--- src/rtl/truth_table_sweeper_if.sv ---
// ---------------------------------------------------------------------------
// truth_table_sweeper_if
// Bundles every non-clock signal between the truth-table sweeper, the
// test/config controller that starts it and the 3-input gate under test.
//
// Signals
//   start     controller -> sweeper   request a sweep (accepted only in IDLE)
//   abort     controller -> sweeper   cancel the current sweep
//   expected  controller -> sweeper   expected table, MSB = row 000
//   dut_out   gate       -> sweeper   output of the gate under test
//   dut_in1/2/3 sweeper  -> gate      row drive, dut_in1 = row MSB
//   busy, done, pass, measured, mismatch   sweeper -> controller status
//
// Modports
//   slave  : the sweeper itself
//   master : the environment around it (controller plus gate)
// ---------------------------------------------------------------------------
interface truth_table_sweeper_if;
    logic       start;
    logic       abort;
    logic [7:0] expected;
    logic       dut_out;
    logic       dut_in1;
    logic       dut_in2;
    logic       dut_in3;
    logic       busy;
    logic       done;
    logic       pass;
    logic [7:0] measured;
    logic [7:0] mismatch;

    modport slave (
        input  start, abort, expected, dut_out,
        output dut_in1, dut_in2, dut_in3, busy, done, pass, measured, mismatch
    );

    modport master (
        output start, abort, expected, dut_out,
        input  dut_in1, dut_in2, dut_in3, busy, done, pass, measured, mismatch
    );
endinterface

--- src/rtl/truth_table_sweeper.sv ---
// ---------------------------------------------------------------------------
// truth_table_sweeper
// Drives the 8 input rows 000..111 into a 3-input gate, holds each row for
// SETTLE_CYCLES clocks, samples the gate output on the last cycle of the row
// and, after row 111, compares the measured table with the expected table
// captured at start.
//
// Parameters
//   SETTLE_CYCLES  cycles each row is held before sampling (>= 1)
//   CNT_W          settle counter width, 2**CNT_W >= SETTLE_CYCLES
//
// Ports
//   clk    rising-edge clock
//   reset  asynchronous active-high reset, returns everything to 0 / IDLE
//   bus    truth_table_sweeper_if.slave (start/abort/expected/dut_out in,
//          dut_in1..3/busy/done/pass/measured/mismatch out)
//
// Timing: busy rises the cycle after start is accepted; a sweep takes
// 8*SETTLE_CYCLES RUN cycles plus one FIN cycle; done/pass/mismatch appear
// together in the first IDLE cycle, where a new start is already accepted.
// ---------------------------------------------------------------------------
module truth_table_sweeper #(
    parameter int SETTLE_CYCLES = 4,
    parameter int CNT_W         = 8
) (
    input  logic                  clk,
    input  logic                  reset,
    truth_table_sweeper_if.slave  bus
);

    typedef enum logic [1:0] {
        IDLE = 2'd0,
        RUN  = 2'd1,
        FIN  = 2'd2
    } state_t;

    localparam logic [CNT_W-1:0] CNT_LAST = CNT_W'(SETTLE_CYCLES - 32'sd1);
    localparam logic [CNT_W-1:0] CNT_ONE  = CNT_W'(32'd1);

    state_t           state_r;
    logic [2:0]       row_r;
    logic [CNT_W-1:0] cnt_r;
    logic [7:0]       exp_r;
    logic [7:0]       measured_r;
    logic [7:0]       mismatch_r;
    logic             pass_r;
    logic             done_r;
    logic             busy_r;
    logic [2:0]       dut_in_r;

    // Sweep sequencer: row/settle counting, sampling, compare and all outputs.
    always_ff @(posedge clk or posedge reset) begin
        if (reset) begin
            state_r    <= IDLE;
            row_r      <= 3'd0;
            cnt_r      <= {CNT_W{1'b0}};
            exp_r      <= 8'h00;
            measured_r <= 8'h00;
            mismatch_r <= 8'h00;
            pass_r     <= 1'b0;
            done_r     <= 1'b0;
            busy_r     <= 1'b0;
            dut_in_r   <= 3'd0;
        end else begin
            // done is a single-cycle pulse; only FIN raises it.
            done_r <= 1'b0;
            case (state_r)
                IDLE: begin
                    // abort beats a simultaneous start; otherwise results are held.
                    if (bus.start && !bus.abort) begin
                        state_r    <= RUN;
                        row_r      <= 3'd0;
                        cnt_r      <= {CNT_W{1'b0}};
                        exp_r      <= bus.expected;
                        measured_r <= 8'h00;
                        mismatch_r <= 8'h00;
                        pass_r     <= 1'b0;
                        busy_r     <= 1'b1;
                        dut_in_r   <= 3'd0;
                    end else begin
                        state_r <= IDLE;
                    end
                end
                RUN: begin
                    if (bus.abort) begin
                        // measured keeps its partial content; it is not meaningful.
                        state_r  <= IDLE;
                        busy_r   <= 1'b0;
                        pass_r   <= 1'b0;
                        dut_in_r <= 3'd0;
                    end else if (cnt_r == CNT_LAST) begin
                        // Last settle cycle of the row: capture; MSB holds row 000.
                        measured_r[3'd7 - row_r] <= bus.dut_out;
                        cnt_r <= {CNT_W{1'b0}};
                        if (row_r == 3'd7) begin
                            state_r <= FIN;
                        end else begin
                            row_r    <= row_r + 3'd1;
                            dut_in_r <= row_r + 3'd1;
                        end
                    end else begin
                        cnt_r <= cnt_r + CNT_ONE;
                    end
                end
                FIN: begin
                    state_r  <= IDLE;
                    busy_r   <= 1'b0;
                    dut_in_r <= 3'd0;
                    if (bus.abort) begin
                        pass_r <= 1'b0;
                    end else begin
                        mismatch_r <= measured_r ^ exp_r;
                        pass_r     <= (measured_r == exp_r);
                        done_r     <= 1'b1;
                    end
                end
                default: begin
                    // Unreachable encoding: fall back to a clean idle.
                    state_r  <= IDLE;
                    busy_r   <= 1'b0;
                    pass_r   <= 1'b0;
                    dut_in_r <= 3'd0;
                end
            endcase
        end
    end

    assign bus.dut_in1  = dut_in_r[2];
    assign bus.dut_in2  = dut_in_r[1];
    assign bus.dut_in3  = dut_in_r[0];
    assign bus.busy     = busy_r;
    assign bus.done     = done_r;
    assign bus.pass     = pass_r;
    assign bus.measured = measured_r;
    assign bus.mismatch = mismatch_r;

endmodule

--- src/flat_wrapper.sv ---
// flat-port wrapper written by rule: the top's interface ports become plain ports
module truth_table_sweeper_flat 
#(
    parameter int SETTLE_CYCLES = 4,
    parameter int CNT_W         = 8
)
  (clk, reset, bus_start, bus_abort, bus_expected, bus_dut_out, bus_dut_in1, bus_dut_in2, bus_dut_in3, bus_busy, bus_done, bus_pass, bus_measured, bus_mismatch);
  truth_table_sweeper_if bus_i ();
  input  logic clk;
  input  logic reset;
  input wire logic [$bits(bus_i.start)-1:0] bus_start;
  input wire logic [$bits(bus_i.abort)-1:0] bus_abort;
  input wire logic [$bits(bus_i.expected)-1:0] bus_expected;
  input wire logic [$bits(bus_i.dut_out)-1:0] bus_dut_out;
  output wire logic [$bits(bus_i.dut_in1)-1:0] bus_dut_in1;
  output wire logic [$bits(bus_i.dut_in2)-1:0] bus_dut_in2;
  output wire logic [$bits(bus_i.dut_in3)-1:0] bus_dut_in3;
  output wire logic [$bits(bus_i.busy)-1:0] bus_busy;
  output wire logic [$bits(bus_i.done)-1:0] bus_done;
  output wire logic [$bits(bus_i.pass)-1:0] bus_pass;
  output wire logic [$bits(bus_i.measured)-1:0] bus_measured;
  output wire logic [$bits(bus_i.mismatch)-1:0] bus_mismatch;
  assign bus_i.start = bus_start;
  assign bus_i.abort = bus_abort;
  assign bus_i.expected = bus_expected;
  assign bus_i.dut_out = bus_dut_out;
  assign bus_dut_in1 = bus_i.dut_in1;
  assign bus_dut_in2 = bus_i.dut_in2;
  assign bus_dut_in3 = bus_i.dut_in3;
  assign bus_busy = bus_i.busy;
  assign bus_done = bus_i.done;
  assign bus_pass = bus_i.pass;
  assign bus_measured = bus_i.measured;
  assign bus_mismatch = bus_i.mismatch;
  truth_table_sweeper #(.SETTLE_CYCLES(SETTLE_CYCLES), .CNT_W(CNT_W)) u_core (.clk(clk), .reset(reset), .bus(bus_i));
endmodule
--- config.mk ---
export PLATFORM = sky130hd
export DESIGN_NAME = truth_table_sweeper_flat
export DESIGN_NICKNAME = d
export VERILOG_FILES = /design/src/rtl/truth_table_sweeper_if.sv /design/src/rtl/truth_table_sweeper.sv /design/src/flat_wrapper.sv
export SDC_FILE = /design/constraint.sdc
export NUM_CORES = 1
export LEC_CHECK = 0
export CAP_MARGIN = 20
export CORE_AREA = 3 3 68 70
export DETAILED_ROUTE_END_ITERATION = 7
export DIE_AREA = 0 0 71 73
export PLACE_DENSITY = 0.87
export SLEW_MARGIN = 40
export SYNTH_ARGS = -nofsm -noshare
export SYNTH_HDL_FRONTEND = slang
export SYNTH_SLANG_ARGS = --single-unit
--- constraint.sdc ---
create_clock -name clk -period 2.41 [get_ports clk]
set_input_delay 0.482 -clock clk [delete_from_list [all_inputs] [get_ports clk]]
set_output_delay 0.482 -clock clk [all_outputs]
set_load 0.05 [all_outputs]
Yosys cells after proc, flatten, opt, wreduce, memory -nomap -nowiden
Cells that the tools add are included.
Word-level totals
  word-level logic and storage cells: 76
  input port bits: 13
  output and inout port bits: 22
  register bits after elaboration: 43
Cells by class
  $lt $le $gt $ge: 2
  reductions and logical operators: 14
  equal/unequal tests: 14
  add/sub/neg operators: 3
  mux-type cells: 32
  bitwise operators: 1
Operators by type and width (count)
  8-bit 2-to-1 mux: 6
  8-bit one-hot mux with 2 select lines: 3
  3-bit 2-to-1 mux: 5
  3-bit one-hot mux with 2 select lines: 2
  3-bit AND reduction: 3
  8-bit by 1-bit adder with 8-bit output (second input constant): 1
  8-bit bitwise mux: 1
  8-bit by 2-bit equality test with 1-bit output (second input constant): 1
  8-bit equality test: 1
  1-bit 2-to-1 mux: 8
  2-bit inequality test (second input constant): 4
  8-bit bitwise XOR: 1
  2-bit 2-to-1 mux: 3
  3-bit by 2-bit inequality test with 1-bit output (second input constant): 2
  2-bit AND reduction: 3
  5-bit AND reduction: 1
  3-bit by 4-bit less-than comparator with 1-bit output (second input constant): 1
  2-bit by 1-bit inequality test with 1-bit output (second input constant): 2
  2-bit one-hot mux with 2 select lines: 1
  4-bit AND reduction: 1
  2-bit nonzero test: 2
  3-bit by 1-bit adder with 3-bit output (second input constant): 1
  1-bit demux with 3-bit select: 1
  3-bit equality test (second input constant): 1
  other kinds (10): 11

Logic depth before layout (Yosys ltp)
Gate-level depths: netlist of run 1.
  depth in word-level cells: 9
  depth in mapped cells: 7
  mapped depth without buffers: 5

Least setup slack after synthesis of run 1
No wires, ideal clock.
  kind: register -> register
  start point: register u_core.cnt_r[0]
  end point: register u_core.measured_r[1] (netlist: u_core.bus.measured[1])
  arrival: 1726 ps
  cell stages (with the launch flop): 7
  library setup time: 135 ps
  clock period less this slack: 1860 ps
  path slack: 550 ps
  data required time: 2275 ps
  buffers on the path: 1
  path through: dfrtp_1 -> ha_1 -> or4b_4 -> or2_1 -> buf_6 -> nor4_1 -> o22ai_1
On the way
  word-level cells in the longest chain between the ends: 3
RTL lines
  from (decl): RTL line truth_table_sweeper.sv:42  | logic [CNT_W-1:0] cnt_r;
  from (signal assigned): RTL line truth_table_sweeper.sv:56  | cnt_r <= {CNT_W{1'b0}};
  from (signal assigned): RTL line truth_table_sweeper.sv:73  | cnt_r <= {CNT_W{1'b0}};
  from (signal assigned): RTL line truth_table_sweeper.sv:94  | cnt_r <= {CNT_W{1'b0}};
  8-bit by 2-bit equality test with 1-bit output: RTL line truth_table_sweeper.sv:91  | end else if (cnt_r == CNT_LAST) begin
  2-bit by 1-bit inequality test with 1-bit output (no line)
  4-bit AND reduction (no line)
  to (signal, indexed assignment): RTL line truth_table_sweeper.sv:93  | measured_r[3'd7 - row_r] <= bus.dut_out;
  to (decl): RTL line truth_table_sweeper.sv:44  | logic [7:0] measured_r;
Every way passes these cells.
A chain may end at the register's enable or synchronous reset.

Worst setup path after layout of run 1
  start point: register u_core.cnt_r[0]
  end point: register u_core.measured_r[2] (netlist: u_core.bus.measured[2])
Same word-level chain as after synthesis.

==> metrics.md, run 1 <==
| Metric | Value |
|---|---|
| Status | `finished, final reports clean` |
| Post-Synth XOR/XNOR Area | `5.46%` |
| CP endpoint kind | `flip-flop` |
| M1 GR Usage | `26.5%` |
| Mux cell area share after synthesis | `0.540%` |
| Synth Area in Adders | `1.80%` |
| GR met3 Demand/Resource | `under 10%` |
| Worst-Skew Late Latency | `0.30 ns` |
| R2r startpoint | `u_core.cnt_r[0]` |
| Slew @ Worst Pin | `0.519 ns` |
| CP bufs+invs | `0` |
| Count of state elements after synthesis | `43` |
| CTS tree | `built` |
| DRC | `0` |
| Post-synth EDFFs | `0` |
| Pre-antenna DRT Iters | `4` |
| Detailed Route Iter0 Violations | `92` |
| Final setup violation count | `0` |
| Starting Density | `51.8%` |
| Hold Fails Final Rpt | `0` |
| Number of global-route vias before repair | `between 1.5k and 2k` |
| Worst setup path start | `u_core.cnt_r[0]` |
| Crit path max-delay family | `simple AND/OR/NAND/NOR gates` |
| Pre-CTS setup slack | `0.272 ns` |
| Vias | `roughly 1.7k` |
| Power Dens Cells | `607 nW/um^2` |
| Normalized max-slew margin | `approximately 65%` |
| Detail Placement HPWL | `3320 um` |
| Met2 usage | `just under 30%` |
| Die Wd | `between 70 and 80 um` |
| Layout Skew | `between 0.004 and 0.005 ns` |
| Crit Path Category | `flip-flop to flip-flop` |
| Root buffer cell | `clkbuf_8` |
| Ant diodes | `0` |
| Hold-fix buffers, CTS | `0` |
| Cell variety after synth | `42` |
| Rows | `23` |
| Post-CTS setup buffers | `0` |
| Initial antenna violation count | `0` |
| Drt via density | `about 5.7` |
| Synthesized Nets | `228` |
| CP arrival | `2.34 ns` |
| DR WL/cell | `15.0 um` |
| Die area | `roughly 5200 um^2` |
| RD Place Congestion | `0.843` |
| Antenna Nets Post-Route | `0` |
| Ys flop type | `dfrtp_1` |
| Worst vdd ir | `0.000288 V` |
| Core Area | `4030 um^2` |
| CP cell instances | `ha_1 -> or4b_4 -> or2_1 -> nor4_1 -> o22ai_1` |
| Clock slew seen by the registers of the worst setup and hold paths | `0.08 ns` |
| Fillcell total | `between 300 and 400` |
| Startpoint Class | `flip-flop` |
| Synthesized area | `2090 um^2` |
| Slowest CP cell | `or4b_4` |
| Synthesis warning total | `0` |
| CP peak stage delay | `0.51 ns` |
| GR peak layer | `met2` |
| Period utilization | `between 80% and 90%` |
| Post-synth ARST share | `100%` |
| Combinational family with the most area after synthesis | `simple AND/OR/NAND/NOR gates` |
| H-Tree Depth | `2` |
| Area Overhead vs Synth | `25.5%` |
| Hold_sp | `u_core.bus.mismatch[5]` |
| First-pass GRT wire length | `7800 um` |
| CTS Buffer Depth | `2` |
| Pins Over Slew Limit | `0` |
| Max_cap viols | `0` |
| Largest net degree at the start of global routing | `44` |
| Syn Inst Count | `212` |
| Post-Route Setup TNS | `0 ns` |
| Leakage Power | `1.14 nW` |
| Seq. cell area | `1080 um^2` |
| IO Port Bufs | `34` |
| Simple-gate share of the synthesized area | `27.2%` |
| GRT Resource Usage Total | `19.4%` |
| Routed wire length | `4550 um` |
| Achievable frequency | `~460 MHz` |
| Compound-Gate Fraction of Synth Area | `11.0%` |
| Global route overflow | `0` |
| Number of buffers created by CTS | `5` |
| I/O pins | `35` |
| Layout cells sized above 1 | `9.49%` |
| Fin worst setup slack | `between 0.2 and 0.25 ns` |
| Syn avg cell area | `roughly 10 um^2` |
| Min-Delay Path Class | `flip-flop to flip-flop` |
| RSZ-0062 raised after global routing | `no` |
| PostCTS Resize Cnt | `0` |
| Crit-path max FO | `10` |
| Register area share after synthesis | `51.6%` |
| Area of the multi-input gates | `960 um^2` |
| CP required | `2.58 ns` |
| # nets final | `approximately 270` |
| CTS sink cnt | `43` |
| Min Clock Period, post-route | `2.17 ns` |
| Die Y | `73 um` |
-- registers in the layout (all words and copies together) (netlist names) --
signal	count
u_core.exp_r	8
u_core.state_r	2
u_core.bus.pass	1
u_core.dut_in_r	3
u_core.cnt_r	8
u_core.bus.done	1
u_core.bus.mismatch	8
u_core.bus.busy	1
u_core.row_r	3
u_core.bus.measured	8
-- layout by cell type (no fill, tap or decap), types with 2 or more instances in the layout --
cell type / instances
a21oi_1: 3
a22o_1: 5
buf_4: 7
clkbuf_8: 6
clkdlybuf4s50_1: 34
dfrtp_1: 43
ha_1: 3
inv_1: 3
nand2_1: 50
nand2b_1: 8
nand3_1: 5
nand4_1: 4
nor2_1: 11
nor2b_1: 2
nor3b_1: 2
nor4_1: 9
o21ai_0: 6
o22ai_1: 9
o31ai_1: 6
or2_2: 2
xnor2_1: 6
xor2_1: 7
-- power breakdown --
group	internal, mW	switching [mW]
clock network	0.335	0.245
registers	0.759	0.0360
logic	0.0872	0.127
-- cells by family (layout without fill, tap and decap cells) --
logic type	Yosys count	after routing
buf+inv	11	52
fa+ha+maj	3	3
xor+xnor	13	13
compound gates	33	33
flops	43	43
simple gates	108	108
mux	1	1
-- routing by layer --
| metal | wire (um) | vias up |
|---|---|---|
| met5 | 0 | - |
| met3 | 279 | 12 |
| met1 | 2020 | 833 |
| li1 | - | 820 |
| met2 | 2130 | 70 |
| met4 | 118 | 0 |
-- Yosys cell counts, types with 3 or more instances --
master	number	area, um^2
nand3_1	5	25.0
nor2_1	11	41.3
a22o_1	5	43.8
xor2_1	7	61.3
xnor2_1	6	52.6
dfrtp_1	43	1080
o21ai_0	6	30.0
inv_1	3	11.3
o22ai_1	9	56.3
nand4_1	4	25.0
clkbuf_1	5	18.8
a21oi_1	3	15.0
o31ai_1	6	45.0
nand2b_1	8	50.1
nor4_1	9	56.3
nand2_1	50	188
ha_1	3	37.5
-- final timing paths --
check,slack [ns],cells past startpoint,to
worst max register to register,0.24,5,u_core.bus.measured[2]
worst min register to register,0.48,2,u_core.bus.mismatch[5]
worst min-delay path,0.48,2,u_core.bus.mismatch[5]
worst max-delay path,0.24,5,u_core.bus.measured[2]
max in group asynchronous,1.45,3,u_core.state_r[1]
min in group asynchronous,0.61,3,u_core.cnt_r[6]
-- area by class of cell --
| class | instances | share of cell area, % |
|---|---|---|
| Clock buffer | 6 | 3.15 |
| Clock inverter | 2 | 1.34 |
| Inverter | 3 | 0.430 |
| Multi-Input combinational cell | 158 | 36.6 |
| Sequential cell | 43 | 41.1 |
| Tap cell | 50 | 2.39 |
| Timing Repair Buffer | 41 | 15.0 |
-- stage by stage --
stage | utilization, % | instances | area, um^2 | hold WS (ns) | power [mW]
after floorplan | - | 212 | 2090 | 0.466 | 0.946
after global placement | 62.1 | 295 | 2500 | 0.460 | 1.01
after detailed placement | 62.1 | 295 | 2500 | 0.467 | 1.02
after CTS | 65.0 | 303 | 2620 | 0.485 | 1.60
after global routing | 65.0 | 303 | 2620 | 0.527 | 1.66
final | 65.0 | 303 | 2620 | 0.480 | 1.59
-- worst register-to-register path: stages, from the launching register on --
cell and delay [ns]:
dfrtp_1 0.40, ha_1 0.23, or4b_4 0.51, or2_1 0.41, nor4_1 0.37, o22ai_1 0.12
Power figures use the tool's default switching activity.
==> inputs of run 2 (changes only) <==
--- a/config.mk
+++ b/config.mk
@@ -10,7 +10,7 @@
 export DETAILED_ROUTE_END_ITERATION = 7
 export DIE_AREA = 0 0 71 73
 export PLACE_DENSITY = 0.87
-export SLEW_MARGIN = 40
+export SLEW_MARGIN = 20
 export SYNTH_ARGS = -nofsm -noshare
 export SYNTH_HDL_FRONTEND = slang
 export SYNTH_SLANG_ARGS = --single-unit
==> results of run 2 <==
No change in the layout: final DEF, timing and power equal those of run 1.
==> inputs of run 3 (changes only) <==
--- a/config.mk
+++ b/config.mk
@@ -9,8 +9,10 @@
 export CORE_AREA = 3 3 68 70
 export DETAILED_ROUTE_END_ITERATION = 7
 export DIE_AREA = 0 0 71 73
-export PLACE_DENSITY = 0.87
+export PLACE_DENSITY = 0.76
+export SETUP_SLACK_MARGIN = 0.5
 export SLEW_MARGIN = 20
 export SYNTH_ARGS = -nofsm -noshare
 export SYNTH_HDL_FRONTEND = slang
 export SYNTH_SLANG_ARGS = --single-unit
+export TNS_END_PERCENT = 10
==> run 3 against run 2 <==
  * Die area stayed put
  * Largest cell class unchanged
  * Register-to-register slack gained 0.29 ns
  * Cell count rose by 1.3%
  * First-iteration DRC count fell by 27%
==> metrics.md, run 3 (same netlist as run 1, synthesis figures left out) <==
| Metric | Value |
|---|---|
| Worst setup path start | `u_core.bus.measured[0]` |
| CP arrival | `1.52 ns` |
| Final setup violation count | `0` |
| Drt via density | `roughly 5.5` |
| GRT Resource Usage Total | `18.2%` |
| Crit Path Category | `flip-flop to output port` |
| CP required | `1.93 ns` |
| Number of buffers created by CTS | `5` |
| Min Clock Period, post-route | `2.00 ns` |
| FF-to-FF setup slack | `0.53 ns` |
| Seq. cell area | `between 1000 and 1500 um^2` |
| Global route overflow | `0` |
| Root buffer cell | `clkbuf_8` |
| Startpoint Class | `flip-flop` |
| Slew @ Worst Pin | `0.517 ns` |
| Post-Route Setup TNS | `0 ns` |
| DP Cell Count | `a little under 300` |
| Most common cell after layout, fill and taps aside | `nand2_1` |
| Largest net degree at the start of global routing | `44` |
| Starting Density | `between 50 and 60%` |
| Detail Placement HPWL | `approximately 3200 um` |
| CTS tree | `built` |
| CTS Buffer Depth | `2` |
| # nets final | `272` |
| Layout cells sized above 1 | `13.6%` |
| Leakage Power | `about 1.2 nW` |
| CP peak stage delay | `around 0.82 ns` |
| DR WL/cell | `14.7 um` |
| Area of the multi-input gates | `approximately 1000 um^2` |
| Hold Fails Final Rpt | `0` |
| R2r startpoint | `u_core.cnt_r[0]` |
| Status | `finished, final reports clean` |
| Levels on crit path | `1` |
| Core Area | `4030 um^2` |
| First-pass GRT wire length | `7410 um` |
| H-Tree Depth | `2` |
| CTS sink cnt | `43` |
| Min-Delay Path Class | `flip-flop to flip-flop` |
| Rows | `23` |
| Achievable frequency | `499 MHz` |
| Die Wd | `71 um` |
| DRC | `0` |
| Max_cap viols | `0` |
| RSZ-0062 raised after global routing | `yes` |
| Layout Skew | `0.00531 ns` |
| IO Port Bufs | `34` |
| Period utilization | `83.2%` |
| Final core occ | `67.5%` |
| Critical Path End | `bus_measured[0]` |
| Ant diodes | `0` |
| Die area | `just over 5000 um^2` |
| Die Y | `73 um` |
| CP cell instances | `clkdlybuf4s50_1` |
| Power Dens Cells | `roughly 610 nW/um^2` |
| Detailed Route Iter0 Violations | `67` |
| Tot Pwr | `1.67 mW` |
| Antenna Nets Post-Route | `0` |
| Slowest CP cell | `clkdlybuf4s50_1` |
| Normalized max-slew margin | `about two thirds` |
| Area Overhead vs Synth | `30.4%` |
| Routed wire length | `4500 um` |
| Pins Over Slew Limit | `0` |
| CP bufs+invs | `1` |
| Crit path max-delay family | `buffers and inverters` |
| I/O pins | `35` |
| Vias | `1,700` |
| Pre-antenna DRT Iters | `4` |
| Fin worst setup slack | `0.406 ns` |
| Reg2Reg Depth | `5` |
| Initial antenna violation count | `0` |
| Pre-CTS setup slack | `0.311 ns` |
| Hold-fix buffers, CTS | `0` |
| Clock slew seen by the registers of the worst setup and hold paths | `0.08 ns` |
| Commonest cells after routing, fill and taps aside | `nand2_1 (50), dfrtp_1 (43), clkdlybuf4s50_1 (32)` |
| Fillcell total | `between 300 and 400` |
| CP endpoint kind | `output port` |
| Number of global-route vias before repair | `about 1.6k` |
| Layout Cells excl Fill | `307` |
| Crit-path max FO | `3` |
| FF-to-FF End | `u_core.bus.measured[1]` |
| Worst vdd ir | `about 0.00037 V` |
| RD Place Congestion | `0.823` |
| Worst-Skew Late Latency | `a little under 0.3 ns` |
-- run 3: changes by cell type in the layout (fill, tap and decap cells not counted), moves of 2 or more --
cell	change
or2_4	+2
nor4_2	+5
clkdlybuf4s50_1	-2
nor4_1	-5
buf_4	+3
-- run 3: layer usage --
metal,global-route usage (%),wire [um]
met5,0,0
met4,6.26,67
met3,3.86,225
met2,28.3,2080
met1,25.5,2130
-- run 3: final cells by class --
| type | instances | area share [%] |
|---|---|---|
| sequential | 43 | 39.5 |
| multi-input combinational | 159 | 37.6 |
| timing repair buffer | 44 | 15.3 |
| clock buffer | 6 | 2.67 |
| tap | 50 | 2.30 |
| clock inverter | 2 | 2.21 |
| inverter | 3 | 0.414 |
-- run 3: timing repair --
item | 4_1_cts | 5_1_grt
pin swaps | 0 | 3
setup buffers | 0 | 2
endpoints found under the setup margin | 39 | 45
resized for setup | 6 | 7
cloned | 0 | 1
hold endpoints to repair | 0 | 0
-- run 3: per-stage QoR --
step,cell area (um^2),hold slack (ns)
2_1_floorplan,2090,0.466
3_3_place_gp,2510,0.459
6_report,2720,0.479
4_1_cts,2660,0.484
5_1_grt,2720,0.516
3_5_place_dp,2510,0.466
-- run 3: worst min path at each step --
stage          slack (ns)                     end                   start  cells after the start
2_1_floorplan        0.47         u_core.exp_r[0]         u_core.exp_r[0]                      2
3_3_place_gp         0.46  u_core.bus.mismatch[3]  u_core.bus.mismatch[3]                      2
3_5_place_dp         0.47  u_core.bus.mismatch[1]  u_core.bus.mismatch[1]                      2
4_1_cts              0.48  u_core.bus.mismatch[1]  u_core.bus.mismatch[1]                      2
5_1_grt              0.52  u_core.bus.mismatch[7]  u_core.bus.mismatch[7]                      2
6_report             0.48  u_core.bus.mismatch[7]  u_core.bus.mismatch[7]                      2
-- run 3: report_power, final --
part	switching, mW	internal [mW]	leakage (nW)	total, mW
combinational	0.130	0.0962	0.546	0.226
sequential	0.0349	0.759	0.583	0.794
clock	0.237	0.414	0.0654	0.651
total	0.402	1.27	1.19	1.67
-- run 3: worst min-delay path, stage by stage, from the launching register on --
cell and delay [ns]:
dfrtp_1 0.35, nand2_1 0.04, o21ai_0 0.06
